--- config.mk ---
export PLATFORM = sky130hd
export DESIGN_NAME = regfile_wb_arbiter_flat
export DESIGN_NICKNAME = d
export VERILOG_FILES = /design/src/rtl/regfile_wb_arbiter_if.sv /design/src/rtl/regfile_wb_arbiter.sv /design/src/flat_wrapper.sv
export SDC_FILE = /design/constraint.sdc
export NUM_CORES = 1
export LEC_CHECK = 0
export ABC_AREA = 0
export CAP_MARGIN = 30
export CORE_ASPECT_RATIO = 0.75
export CORE_MARGIN = 4
export CORE_UTILIZATION = 29
export DETAILED_ROUTE_END_ITERATION = 6
export PLACE_DENSITY = 0.53
export SLEW_MARGIN = 15
export SYNTH_ARGS = -nofsm -noshare
export SYNTH_HDL_FRONTEND = slang
export SYNTH_SLANG_ARGS = --single-unit
--- constraint.sdc ---
create_clock -name clk -period 3.9 [get_ports clk]
set_clock_uncertainty 0.2 [all_clocks]
set_input_delay 0.78 -clock clk [delete_from_list [all_inputs] [get_ports clk]]
set_output_delay 0.78 -clock clk [all_outputs]
set_load 0.01 [all_outputs]
--- src/rtl/regfile_wb_arbiter_if.sv ---
// Bundle of the primary, secondary, reservation, query and register-file write signals of regfile_wb_arbiter.
// The master side drives results and queries; the slave side (the arbiter) drives the write port and status.
interface regfile_wb_arbiter_if #(
  parameter int DATA_W     = 32,
  parameter int ADDR_W     = 5,
  parameter int FIFO_DEPTH = 4
);
  localparam int CNT_W = $clog2(FIFO_DEPTH + 1);

  logic              p_valid;
  logic [ADDR_W-1:0] p_addr;
  logic [DATA_W-1:0] p_data;

  logic              s_valid;
  logic              s_ready;
  logic [ADDR_W-1:0] s_addr;
  logic [DATA_W-1:0] s_data;

  logic              rsv_valid;
  logic [ADDR_W-1:0] rsv_addr;

  logic [ADDR_W-1:0] rs1_addr;
  logic [ADDR_W-1:0] rs2_addr;
  logic              rs1_busy;
  logic              rs2_busy;

  logic              wb_en;
  logic [ADDR_W-1:0] wb_addr;
  logic [DATA_W-1:0] wb_data;
  logic [CNT_W-1:0]  fifo_count;

  modport master (
    output p_valid, p_addr, p_data,
    output s_valid, s_addr, s_data,
    output rsv_valid, rsv_addr,
    output rs1_addr, rs2_addr,
    input  s_ready, rs1_busy, rs2_busy,
    input  wb_en, wb_addr, wb_data, fifo_count
  );

  modport slave (
    input  p_valid, p_addr, p_data,
    input  s_valid, s_addr, s_data,
    input  rsv_valid, rsv_addr,
    input  rs1_addr, rs2_addr,
    output s_ready, rs1_busy, rs2_busy,
    output wb_en, wb_addr, wb_data, fifo_count
  );
endinterface

--- src/rtl/regfile_wb_arbiter.sv ---
// Register-file write arbiter: primary has fixed priority (1-cycle latency), secondary is queued (>=2 cycles,
// s_ready low when the queue is full) with a per-register busy scoreboard; WB_SECONDARY_BYPASS_EN enables 1-cycle bypass.
module regfile_wb_arbiter #(
  parameter int DATA_W     = 32,
  parameter int ADDR_W     = 5,
  parameter int FIFO_DEPTH = 4
) (
  input  logic                 clk,
  input  logic                 rst_n,
  regfile_wb_arbiter_if.slave  bus
);
  localparam int CNT_W = $clog2(FIFO_DEPTH + 1);
  localparam int PTR_W = $clog2(FIFO_DEPTH);
  localparam int NREG  = 2 ** ADDR_W;
  localparam logic [CNT_W-1:0] DEPTH_C = CNT_W'(FIFO_DEPTH);

  logic [ADDR_W-1:0] q_addr_q [FIFO_DEPTH];
  logic [ADDR_W-1:0] q_addr_d [FIFO_DEPTH];
  logic [DATA_W-1:0] q_data_q [FIFO_DEPTH];
  logic [DATA_W-1:0] q_data_d [FIFO_DEPTH];
  logic [PTR_W-1:0]  rd_ptr_q, rd_ptr_d;
  logic [PTR_W-1:0]  wr_ptr_q, wr_ptr_d;
  logic [CNT_W-1:0]  count_q, count_d;
  logic              wb_en_q, wb_en_d;
  logic [ADDR_W-1:0] wb_addr_q, wb_addr_d;
  logic [DATA_W-1:0] wb_data_q, wb_data_d;
  logic [NREG-1:0]   busy_q, busy_d;

  logic              s_ready;
  logic              p_sel;
  logic              s_acc;
  logic              s_keep;
  logic              bypass;
  logic              push;
  logic              pop;
  logic              clr_en;
  logic [ADDR_W-1:0] clr_addr;

  // Readiness depends only on the registered count, so a full queue never accepts while popping.
  assign s_ready = (count_q < DEPTH_C);

  always_comb begin
    p_sel  = bus.p_valid && (bus.p_addr != '0);
    s_acc  = bus.s_valid && s_ready;
    s_keep = s_acc && (bus.s_addr != '0);
    pop    = !p_sel && (count_q != '0);
`ifdef WB_SECONDARY_BYPASS_EN
    bypass = !p_sel && (count_q == '0) && s_keep;
`else
    bypass = 1'b0;
`endif
    push   = s_keep && !bypass;
  end

  always_comb begin
    wb_en_d   = 1'b0;
    wb_addr_d = wb_addr_q;
    wb_data_d = wb_data_q;
    clr_en    = 1'b0;
    clr_addr  = '0;
    if (p_sel) begin
      wb_en_d   = 1'b1;
      wb_addr_d = bus.p_addr;
      wb_data_d = bus.p_data;
    end else if (pop) begin
      wb_en_d   = 1'b1;
      wb_addr_d = q_addr_q[rd_ptr_q];
      wb_data_d = q_data_q[rd_ptr_q];
      clr_en    = 1'b1;
      clr_addr  = q_addr_q[rd_ptr_q];
    end else if (bypass) begin
      wb_en_d   = 1'b1;
      wb_addr_d = bus.s_addr;
      wb_data_d = bus.s_data;
      clr_en    = 1'b1;
      clr_addr  = bus.s_addr;
    end
  end

  always_comb begin
    q_addr_d = q_addr_q;
    q_data_d = q_data_q;
    if (push) begin
      q_addr_d[wr_ptr_q] = bus.s_addr;
      q_data_d[wr_ptr_q] = bus.s_data;
    end
    wr_ptr_d = wr_ptr_q + PTR_W'(push);
    rd_ptr_d = rd_ptr_q + PTR_W'(pop);
    count_d  = count_q + CNT_W'(push) - CNT_W'(pop);
  end

  // A reservation issued in the same cycle as the completing write must survive.
  always_comb begin
    busy_d = busy_q;
    if (clr_en) begin
      busy_d[clr_addr] = 1'b0;
    end
    if (bus.rsv_valid && (bus.rsv_addr != '0)) begin
      busy_d[bus.rsv_addr] = 1'b1;
    end
  end

  always_ff @(posedge clk or negedge rst_n) begin
    if (!rst_n) begin
      q_addr_q  <= '{default: '0};
      q_data_q  <= '{default: '0};
      rd_ptr_q  <= '0;
      wr_ptr_q  <= '0;
      count_q   <= '0;
      wb_en_q   <= 1'b0;
      wb_addr_q <= '0;
      wb_data_q <= '0;
      busy_q    <= '0;
    end else begin
      q_addr_q  <= q_addr_d;
      q_data_q  <= q_data_d;
      rd_ptr_q  <= rd_ptr_d;
      wr_ptr_q  <= wr_ptr_d;
      count_q   <= count_d;
      wb_en_q   <= wb_en_d;
      wb_addr_q <= wb_addr_d;
      wb_data_q <= wb_data_d;
      busy_q    <= busy_d;
    end
  end

  assign bus.s_ready    = s_ready;
  assign bus.fifo_count = count_q;
  assign bus.wb_en      = wb_en_q;
  assign bus.wb_addr    = wb_addr_q;
  assign bus.wb_data    = wb_data_q;
  assign bus.rs1_busy   = (bus.rs1_addr != '0) && busy_q[bus.rs1_addr];
  assign bus.rs2_busy   = (bus.rs2_addr != '0) && busy_q[bus.rs2_addr];

endmodule

--- src/flat_wrapper.sv ---
// flat-port wrapper written by rule: the top's interface ports become plain ports
module regfile_wb_arbiter_flat 
#(
  parameter int DATA_W     = 32,
  parameter int ADDR_W     = 5,
  parameter int FIFO_DEPTH = 4
)
  (clk, rst_n, bus_p_valid, bus_p_addr, bus_p_data, bus_s_valid, bus_s_addr, bus_s_data, bus_rsv_valid, bus_rsv_addr, bus_rs1_addr, bus_rs2_addr, bus_s_ready, bus_rs1_busy, bus_rs2_busy, bus_wb_en, bus_wb_addr, bus_wb_data, bus_fifo_count);
  regfile_wb_arbiter_if #(.DATA_W(DATA_W), .ADDR_W(ADDR_W), .FIFO_DEPTH(FIFO_DEPTH)) bus_i ();
  input  logic clk;
  input  logic rst_n;
  input wire logic [$bits(bus_i.p_valid)-1:0] bus_p_valid;
  input wire logic [$bits(bus_i.p_addr)-1:0] bus_p_addr;
  input wire logic [$bits(bus_i.p_data)-1:0] bus_p_data;
  input wire logic [$bits(bus_i.s_valid)-1:0] bus_s_valid;
  input wire logic [$bits(bus_i.s_addr)-1:0] bus_s_addr;
  input wire logic [$bits(bus_i.s_data)-1:0] bus_s_data;
  input wire logic [$bits(bus_i.rsv_valid)-1:0] bus_rsv_valid;
  input wire logic [$bits(bus_i.rsv_addr)-1:0] bus_rsv_addr;
  input wire logic [$bits(bus_i.rs1_addr)-1:0] bus_rs1_addr;
  input wire logic [$bits(bus_i.rs2_addr)-1:0] bus_rs2_addr;
  output wire logic [$bits(bus_i.s_ready)-1:0] bus_s_ready;
  output wire logic [$bits(bus_i.rs1_busy)-1:0] bus_rs1_busy;
  output wire logic [$bits(bus_i.rs2_busy)-1:0] bus_rs2_busy;
  output wire logic [$bits(bus_i.wb_en)-1:0] bus_wb_en;
  output wire logic [$bits(bus_i.wb_addr)-1:0] bus_wb_addr;
  output wire logic [$bits(bus_i.wb_data)-1:0] bus_wb_data;
  output wire logic [$bits(bus_i.fifo_count)-1:0] bus_fifo_count;
  assign bus_i.p_valid = bus_p_valid;
  assign bus_i.p_addr = bus_p_addr;
  assign bus_i.p_data = bus_p_data;
  assign bus_i.s_valid = bus_s_valid;
  assign bus_i.s_addr = bus_s_addr;
  assign bus_i.s_data = bus_s_data;
  assign bus_i.rsv_valid = bus_rsv_valid;
  assign bus_i.rsv_addr = bus_rsv_addr;
  assign bus_i.rs1_addr = bus_rs1_addr;
  assign bus_i.rs2_addr = bus_rs2_addr;
  assign bus_s_ready = bus_i.s_ready;
  assign bus_rs1_busy = bus_i.rs1_busy;
  assign bus_rs2_busy = bus_i.rs2_busy;
  assign bus_wb_en = bus_i.wb_en;
  assign bus_wb_addr = bus_i.wb_addr;
  assign bus_wb_data = bus_i.wb_data;
  assign bus_fifo_count = bus_i.fifo_count;
  regfile_wb_arbiter #(.DATA_W(DATA_W), .ADDR_W(ADDR_W), .FIFO_DEPTH(FIFO_DEPTH)) u_core (.clk(clk), .rst_n(rst_n), .bus(bus_i));
endmodule
Word level (Yosys, flattened, before mapping)
Cells that the tools add are included.

storage, ports and cells
  output and inout port bits = 44
  input port bits = 94
  logic and storage cells = 83
  flip-flop bits (word level) = 225

cells by class
  reduce and logical (&&, ||, !) cells = 18
  bitwise logic cells = 5
  add/subtract/negate cells = 4
  muxes and demuxes = 31
  magnitude comparators = 10

operators with widths
  cell                                                                number
  2-to-1 mux 32 bit                                                   7
  bitwise mux 128 bit                                                 1
  binary-select mux 32 bit (select 2 bit)                             1
  demux 32 bit (select 2 bit)                                         1
  2-to-1 mux 5 bit                                                    7
  bitwise AND 32 bit                                                  1
  NOT 32 bit                                                          1
  bitwise OR 32 bit                                                   1
  nonzero test 5 bit                                                  5
  < comparator 5 x 6 -> 1 bit (second input constant)                 4
  bitwise mux 20 bit                                                  1
  binary-select mux 1 bit (select 5 bit)                              2
  binary-select mux 5 bit (select 2 bit)                              1
  demux 1 bit (select 5 bit)                                          2
  demux 5 bit (select 2 bit)                                          1
  greater-or-equal comparator 5 x 1 -> 1 bit (second input constant)  2
  logical AND 1 bit                                                   10
  2-to-1 mux 1 bit                                                    7
  greater-or-equal comparator 3 bit (second input constant)           2
  NOT 2 -> 3 bit                                                      2
  adder 2 x 1 -> 2 bit                                                2
  adder 3 x 1 -> 3 bit                                                1
  < comparator 3 x 1 -> 1 bit (second input constant)                 1
  < comparator 3 bit (second input constant)                          1
  other kinds (4)                                                     4

Longest topological paths before layout
Gate-level depths: netlist of the first run.

  depth after elaboration = 15
  gate-level depth with buffers = 10
  gate-level depth less buffers = 8

Worst setup path after synthesis of the first run
OpenSTA, ideal clock, no wires.

  path kind = input to output
  start point = input port bus_rs1_addr[2]
  end point = output port bus_rs1_busy
  path slack = 0.638 ns
  cell stages on the path = 5
  path buffers = 1
  arrival = 2.282 ns
  required time = 2.920 ns
  cells stage by stage = clkbuf_1 > mux4_2 > or3b_1 > a22o_1 > and3_1

between the ends
  cells in the longest elaborated chain, start to end = 3
  elaborated cells between the ends (all ways) = 4
  those cells by class = mux: 2; reduce/logical: 2

RTL lines
  element                                 RTL line                   source
  start: declaration                      flat_wrapper.sv:20         input wire logic [$bits(bus_i.rs1_addr)-1:0] bus_rs1_addr;
  binary-select mux 1 bit (select 5 bit)  regfile_wb_arbiter.sv:132  assign bus.rs1_busy = (bus.rs1_addr != '0) && busy_q[bus.rs1_addr];
  2-to-1 mux 1 bit (not written as such)  regfile_wb_arbiter.sv:132
  logical AND 1 bit (*)                   regfile_wb_arbiter.sv:132
  end: declaration                        flat_wrapper.sv:23         output wire logic [$bits(bus_i.rs1_busy)-1:0] bus_rs1_busy;

Mark *: on every way between the ends. The rest lies on a longest branch, timed or not. The select of a mux whose other input is x is not followed.

Worst setup path in the final report of the first run
  start point = input port bus_rs2_addr[2]
  end point = output port bus_rs2_busy

between the ends
  cells in the longest elaborated chain, start to end = 3
  elaborated cells between the ends (all ways) = 4
  those cells by class = mux: 2; reduce/logical: 2

RTL lines
  element                                 RTL line                   source
  start: declaration                      flat_wrapper.sv:21         input wire logic [$bits(bus_i.rs2_addr)-1:0] bus_rs2_addr;
  binary-select mux 1 bit (select 5 bit)  regfile_wb_arbiter.sv:133  assign bus.rs2_busy = (bus.rs2_addr != '0) && busy_q[bus.rs2_addr];
  2-to-1 mux 1 bit (not written as such)  regfile_wb_arbiter.sv:133
  logical AND 1 bit (*)                   regfile_wb_arbiter.sv:133
  end: declaration                        flat_wrapper.sv:24         output wire logic [$bits(bus_i.rs2_busy)-1:0] bus_rs2_busy;

Marks and branches as above.

==> results of run 1 <==
==> worst max-delay path, delay by kind of cell <==
family / cells / cell delay (ps)
buffers and inverters: 2 / 790
multiplexers: 1 / 500
AND/OR/NAND/NOR: 2 / 490
AO/OA/AOI/OAI: 1 / 200
==> kinds of logic (layout without fill, tap and decap cells) <==
family,count (synthesis),in the layout
XOR/XNOR,4,4
AO/OA/AOI/OAI,79,79
adder cells (fa/ha/maj),5,5
flip-flops,224,224
buffers and inverters,54,213
AND/OR/NAND/NOR,233,233
multiplexers,206,206
==> per-stage QoR <==
step | utilization [%] | power [mW] | cell area, µm²
final | 37.3 | 11.1 | 13400
after global routing | 37.3 | 11.9 | 13400
after CTS | 37.3 | 11.3 | 13400
after detailed placement | 34.9 | 8.72 | 12600
after global placement | 34.9 | 8.66 | 12600
after floorplan | - | 7.12 | 10600
==> how the worst max path moves through the flow <==
stage	from	endpoint
floorplan	bus_rs1_addr[2]	bus_rs1_busy
global route	bus_rs1_addr[2]	bus_rs1_busy
CTS	bus_rs2_addr[2]	bus_rs2_busy
global placement	bus_rs1_addr[0]	bus_rs1_busy
detailed placement	bus_rs2_addr[2]	bus_rs2_busy
finish	bus_rs2_addr[2]	bus_rs2_busy
==> placed cells by master (no fill, tap or decap), drive strengths merged, types with 2 or more instances in the layout <==
cell type	count
nand2b	2
dfrtp	224
nand3b	10
nor3	8
xor2	2
o22ai	2
clkinv	4
mux2i	6
buf	30
inv	5
or3b	5
o31ai	33
nand3	3
bufinv	5
ha	4
nor2	38
and3b	2
nor4b	2
a22o	3
clkbuf	31
or3	4
clkinvlp	2
nand2	148
dlygate4sd2	3
o21ai	2
mux4	51
clkdlybuf4s50	133
a31oi	35
nor3b	5
xnor2	2
and3	5
mux2	149
==> cell type report <==
type,count,area share (%)
sequential,224,41.7
timing repair buffer,166,12.3
tap,465,4.33
clock buffer,31,5.04
multi-input combinational,527,35.1
inverter,5,0.140
clock inverter,11,1.38
==> what timing repair did <==
item,CTS,global route
setup endpoints to repair,2,0
hold endpoints to repair,0,0
resized for setup,3,0
==> power breakdown <==
part	internal, mW	total [mW]	switching [mW]	leakage (nW)
sequential	3.50	4.32	0.816	2.67
clock	1.55	2.51	0.952	0.420
combinational	2.46	4.32	1.86	2.49
total	7.51	11.1	3.63	5.58
==> state kept, by name, summed over array words and instances, names as in the netlist, 2 cells and up <==
register               count
u_core.bus.fifo_count      3
u_core.q_data_q          128
u_core.bus.wb_addr         5
u_core.bus.wb_data        32
u_core.q_addr_q           20
u_core.rd_ptr_q            2
u_core.busy_q             31
u_core.wr_ptr_q            2
==> layer usage <==
metal	vias to the layer above	global-route usage [%]	part of all wire (%)
met2	147	21.6	44
met4	0	2.46	1.7
met1	3659	20.8	49
met3	31	2.46	4.4
li1	3217	-	-
met5	-	0	0
==> out/results.ini, run 1 <==
[clock_tree]
cts_buffers=25
insertion_delay_ps=520
post-cts-setup-buffers=0
root_buffer=clkbuf_16
cts_tree=done
clk_pin_slew_worst_paths_ps=60
ctsHoldBuffers=0
cts_sinks=224
h-tree-depth=1
cts_max_path_buffers=3

[floorplan]
coreArea_mm2=0.0360
die_w_um=229
die_area_mm2=0.0398
die-height_um=174
initial_core_util_pct=29.5
io-pin-count=138
num_rows=60

[sta]
setup_violations=0
holdWs_ps=104
finalCriticalPeriod_ps=3740
slew_violations=0
fin_crit_sh_pct=95.9
max_freq_mhz=267
hold_violations=0
finalSetupTns_ps=0
max_slew.worst_pin.slew_ps=747
slew_headroom_pct=50.0
worst_slack_ps=160
rsz0062_at_grt=false

[logic_synthesis]
ys_top_cells_by_count=224 x dfrtp_1, 148 x nand2_1, 119 x mux2_2, 51 x mux4_2, 38 x nor2_1
syn_avg_cell_area_um2=13.2
yosys.area_share.adder_pct=0.659
synth_flop_cell=dfrtp_1
synth_top_family_by_area=multiplexers
synth_cells=805
ys_seq_area_share_pct=52.7
synth_xor_area_share_pct=0.330
synth.top_cell.area_share_pct=52.7
yosys-top-cells-area=dfrtp_1 53%, mux2_2 13%, mux4_2 11%, nand2_1 5.2%, mux2_4 4.2%
synth_fp_nets=904
synth_warnings=0
yosysMostFrequentCell=dfrtp_1
synth_simple_gate_area_share_pct=9.69
synth_edf_count=0
synth-compound-area-share_pct=5.35
async_flop_share_pct=100
synthMuxAreaShare_pct=28.2
synth.cell_area_mm2=0.0106
yosys.area.top_type=dfrtp_1
ys_ff_latch=224
synthDistinctLibCells=41

[layout]
stdcell_count=1429
drive_gt1_share_pct=28.7
nFillCells=3465
area_growth_pct=26.5
seq_area_mm2=0.00561
multi_input_area_mm2=0.00472
nets=1048
insertedDiodeCount=0

[global_routing]
grt_max_degree=92
grt_pass1_wl_um=44700
grt_pass1_vias=7492
antenna_found_initial=0
grt_use_total_pct=13.9
overflow=0

[route]
drc=0
drt_wl_total_um=27900
drt_iter0_drc=406
wire_per_inst_um=19.5
vias_per_cell=4.94
ant_nets=0
vias=7054
firstDrtPassIters=5

[critical_path]
r2r_start=u_core.rd_ptr_q[0]$_DFF_PN0_
slowest_delay_ps=510
cp_cell_sequence=clkdlybuf4s50_1 -> mux4_2 -> or3b_1 -> a22o_1 -> and3_1 -> dlygate4sd2_1
r2r_slack_ps=1130
setup.worst_path.end_class=output pin
r2r-end=u_core.busy_q[20]$_DFF_PN0_
cp_slowest_cell=clkdlybuf4s50_1
critPathMaxFanout=2
start_kind=input pin
path_class=in2out
crit_arrival_ps=2760
reg2regPathDepth=4
cp.required_ps=2920

[min_path]
worstHoldPathType=in2async

[status]
status=completed

[placed_design]
placedCellCount=1387
gpl.final_weighted_congestion=0.813
place_hpwl_um=18600
post-place-ws_ps=-56.6
portBuffers=137

[power]
p_leak_nw=5.58
peakVddDrop_v=0.000299
power.density_mw_per_mm2=828

[run]
maxCapViolations=0

(Power assumes the default switching activity.)
==> run 2, diff against run 1 <==
CELL_PAD_IN_SITES_DETAIL_PLACEMENT = 0   (was not set)
CELL_PAD_IN_SITES_GLOBAL_PLACEMENT = 1   (was not set)
PLACE_DENSITY = 0.61   (was 0.53)
==> run 2 against run 1 <==
Net effect: via count shrank 0.50%; die area is the same; routed wire length grew 2.7%; non-clock buffer count grew 2; setup slack lost 18 ps.
==> out/results.ini, run 2 (synthesized netlist as in run 1, its figures left out) <==
[min_path]
worstHoldPathType=in2async

[floorplan]
die_w_um=229
coreArea_mm2=0.0360
initial_core_util_pct=29.5
die_area_mm2=0.0398
num_rows=60
die-height_um=174
io-pin-count=138

[layout]
area_growth_pct=25.9
largest_register=u_core.q_data_q
largest_reg_flops=128
final_cell_mix=222 x dfrtp_1, 148 x nand2_1, 134 x clkdlybuf4s50_1
nFillCells=3509
nets=1050
drive_gt1_share_pct=28.8
final_common_cell=dfrtp_1
design_area_mm2=0.0134

[power]
internal-power_mw=7.34
p_clk_share_pct=21.3
p_leak_nw=5.56
switching_power_mw=3.66
power.density_mw_per_mm2=822
power_frac_seq_pct=39.3
peakVddDrop_v=0.000333
p_comb_share_pct=39.4
swShare_pct=33.3

[critical_path]
r2r_slack_ps=1060
setup.worst_path.end_class=output pin
r2r_start=u_core.rd_ptr_q[0]$_DFF_PN0_
cp.required_ps=2920
reg2regPathDepth=4
start_kind=input pin
worstSetupEndpoint=bus_rs2_busy
crit_arrival_ps=2780
critPathMaxFanout=2
path_class=in2out
crit_start=bus_rs2_addr[2]
r2r-end=u_core.busy_q[17]$_DFF_PN0_

[run]
maxCapViolations=0

[sta]
rsz0062_at_grt=false
max_slew.worst_pin.slew_ps=732
hold_violations=0
slew_violations=0
worst_slack_ps=142
finalCriticalPeriod_ps=3760
max_freq_mhz=266
fin_crit_sh_pct=96.4
setup_violations=0
slew_headroom_pct=51.2
holdWs_ps=75.8

[clock_tree]
h-tree-depth=1
clk_pin_slew_worst_paths_ps=60
cts_sinks=224
cts_buffers=25
ctsHoldBuffers=0
root_buffer=clkbuf_16
post-cts-setup-buffers=0
insertion_delay_ps=530
cts_max_path_buffers=3
ctsResizeCount=2
cts_tree=done

[route]
vias_per_cell=4.89
firstDrtPassIters=4
drt_wl_total_um=28700
vias=7019
wire_per_inst_um=20.0
drt_iter0_drc=435
drc=0
ant_nets=0

[global_routing]
grt_pass1_vias=7443
antenna_found_initial=3
grt_max_degree=88
grt_use_total_pct=14.3
grt_pass1_wl_um=45300
overflow=0

[status]
status=completed

[placed_design]
portBuffers=137
placedInstanceArea_mm2=0.0126
place_hpwl_um=19400
post-place-ws_ps=-73.9
gpl.final_weighted_congestion=0.814

## run 2: critical path, cell delays in order
cell and delay (ps):
clkdlybuf4s50_1 510, mux4_2 510, or3b_1 360, a22o_1 200, and3_1 140, dlygate4sd2_1 280
## run 2: area by class of cell
type	count	area, µm²	share of cell area, %
Clock inverter	11	119	0.888
Sequential cell	224	5610	41.9
Antenna cell	2	5.00	0.0374
Multi-Input combinational cell	527	4720	35.3
Timing Repair Buffer	168	1640	12.3
Tap cell	465	582	4.35
Inverter	5	18.8	0.140
Clock buffer	33	686	5.12
## run 2: through the flow
stage	power (mW)	cells	util, %	TNS, ps
CTS	11.2	1433	37.1	0
global route	11.7	1435	37.2	0
detailed placement	8.74	1389	34.9	-117
floorplan	7.12	805	-	0
global placement	8.69	1389	34.9	-76.6
finish	11.0	1435	37.2	0
## run 2: routing by layer
layer  wire [µm]  part of all wire (%)  track usage (%)
met3        1530                   5.3             2.91
met5          13                 0.045                0
met1       14300                    50             22.1
met2       12300                    43             20.8
met4         476                   1.7             3.07
## run 2: power groups by stage
stage	Clock (mW)	Sequential [mW]	Combinational (mW)
floorplan	0	4.08	3.04
CTS	2.44	4.31	4.41
finish	2.34	4.32	4.33
detailed placement	0	4.33	4.40
global route	2.54	4.47	4.74
global placement	0	4.35	4.34
## run 2: worst min path at each step
stage | from | endpoint | slack [ps] | cells after the start
after floorplan | u_core.q_data_q[33]$_DFFE_PN0P_ | u_core.q_data_q[33]$_DFFE_PN0P_ | 270 | 1
after global placement | u_core.q_data_q[8]$_DFFE_PN0P_ | u_core.q_data_q[8]$_DFFE_PN0P_ | 280 | 1
after detailed placement | u_core.q_data_q[35]$_DFFE_PN0P_ | u_core.q_data_q[35]$_DFFE_PN0P_ | 290 | 1
after CTS | rst_n | u_core.q_data_q[38]$_DFFE_PN0P_ | 80 | 1
after global routing | rst_n | u_core.q_data_q[70]$_DFFE_PN0P_ | 110 | 1
final | rst_n | u_core.q_data_q[70]$_DFFE_PN0P_ | 80 | 1
==> run 3, diff against run 2 <==
DONT_BUFFER_PORTS = 1   (was not set)
PLACE_DENSITY = 0.55   (was 0.61)
==> run 3 against run 2 <==
Net effect: the run now ends with negative hold slack left; routed wire length is essentially flat; total power fell by 3.9%; register-to-register slack improved by 130 ps; cell area down 11%; global-route usage about the same; setup slack improved by 650 ps; maximum frequency rose by 21%; die area unchanged; via count shrank 6.3%; clock-buffer cell count is 4 higher.
==> out/results.ini, run 3 (synthesized netlist as in run 1, its figures left out) <==
[power]
swShare_pct=33.5
switching_power_mw=3.54
peakVddDrop_v=0.000303
p_leak_nw=4.97
p_clk_share_pct=23.7
p_comb_share_pct=34.2
internal-power_mw=7.03
power_frac_seq_pct=42.1
power.density_mw_per_mm2=886

[floorplan]
die_w_um=229
num_rows=60
die-height_um=174
io-pin-count=138
initial_core_util_pct=29.5
die_area_mm2=0.0398
coreArea_mm2=0.0360

[placed_design]
portBuffers=0
gpl.final_weighted_congestion=0.773
place_hpwl_um=18200

[layout]
multi_input_area_mm2=0.00472
final_util_pct=33.1
largest_register=u_core.q_data_q
final_common_cell=dfrtp_1
largest_reg_flops=128
area_growth_pct=12.3
nets=898
final_cell_mix=222 x dfrtp_1, 148 x nand2_1, 119 x mux2_2
drive_gt1_share_pct=32.2
seq_area_mm2=0.00561
nFillCells=3576
insertedDiodeCount=0

[status]
status=finished with violations
failed_checks=negative hold slack

[sta]
fin_crit_sh_pct=79.8
rsz0062_at_grt=false
slew_violations=0
setup_violations=0
slew_headroom_pct=45.2
finalCriticalPeriod_ps=3110
finalSetupTns_ps=0
holdWs_ps=-246
max_slew.worst_pin.slew_ps=819
hold_violations=224
max_freq_mhz=321

[clock_tree]
cts_buffers=26
h-tree-depth=1
post-cts-setup-buffers=0
cts_max_path_buffers=3
cts_sinks=224
cts_tree=done
ctsResizeCount=0
root_buffer=clkbuf_16
clk_pin_slew_worst_paths_ps=60
insertion_delay_ps=540

[run]
maxCapViolations=0

[route]
ant_nets=0
vias=6574
vias_per_cell=5.12
wire_per_inst_um=22.3
drc=0
drt_iter0_drc=418
firstDrtPassIters=5
drt_wl_total_um=28700

[critical_path]
reg2regPathDepth=8
setup.worst_path.end_class=output pin
start_kind=flop
path_class=reg2out
cp.required_ps=2920
critPathMaxFanout=3
crit_arrival_ps=2130

[global_routing]
grt_pass1_wl_um=44900
grt_pass1_vias=6865
grt_max_degree=225
antenna_found_initial=0
overflow=0
grt_use_total_pct=14.4

[min_path]
worstHoldPathType=in2async

run 3: stage by stage:
| stage | cells | setup slack [ps] | cell area (µm²) | total power [mW] |
|---|---|---|---|---|
| 3_3_place_gp | 1236 | 912 | 11100 | 8.11 |
| 4_1_cts | 1284 | 742 | 11900 | 10.7 |
| 2_1_floorplan | 805 | 638 | 10600 | 7.12 |
| 5_1_grt | 1284 | 700 | 11900 | 11.3 |
| 3_5_place_dp | 1236 | 881 | 11100 | 8.15 |
| 6_report | 1284 | 787 | 11900 | 10.6 |
run 3: per-layer routing:
metal  wire length [µm]  share of wire, %  vias up  track usage (%)
met5                  0                 0        -                0
met4                401               1.4        0             2.38
met3               1800               6.3       34             3.99
met2              12500                44      163             21.4
met1              14000                49     3448             21.3
li1                   -                 -     2929                -
run 3: final timing paths:
| check | from | end | slack (ps) |
|---|---|---|---|
| worst min-delay path | rst_n | u_core.bus.wb_data[3]$_DFFE_PN0P_ | -250 |
| worst max register to register | u_core.bus.fifo_count[2]$_DFF_PN0_ | u_core.bus.fifo_count[2]$_DFF_PN0_ | 1190 |
| max in group asynchronous | rst_n | u_core.q_data_q[82]$_DFFE_PN0P_ | 3430 |
| min in group clk | bus_s_data[22] | u_core.q_data_q[118]$_DFFE_PN0P_ | 190 |
| worst max-delay path | u_core.busy_q[28]$_DFF_PN0_ | bus_rs1_busy | 790 |
| worst min register to register | u_core.q_data_q[33]$_DFFE_PN0P_ | u_core.q_data_q[33]$_DFFE_PN0P_ | 300 |
run 3: power groups by stage:
| stage | Clock [mW] | Combinational [mW] | Sequential [mW] |
|---|---|---|---|
| 4_1_cts | 2.61 | 3.68 | 4.46 |
| 3_5_place_dp | 0 | 3.68 | 4.48 |
| 6_report | 2.51 | 3.62 | 4.45 |
| 5_1_grt | 2.70 | 3.98 | 4.60 |
| 2_1_floorplan | 0 | 3.04 | 4.08 |
| 3_3_place_gp | 0 | 3.62 | 4.49 |
run 3: area by class of cell:
class	instances	share of cell area, %
Sequential cell	224	47.0
Multi-Input combinational cell	527	39.6
Clock buffer	37	6.23
Tap cell	465	4.87
Clock inverter	11	1.12
Timing Repair Buffer	15	1.05
Inverter	5	0.157
run 3: critical path: stages, from the launching register on:
cell     delay, ps
dfrtp_1        410
mux4_2         470
or3b_1         350
a22o_1         190
and3_1         170
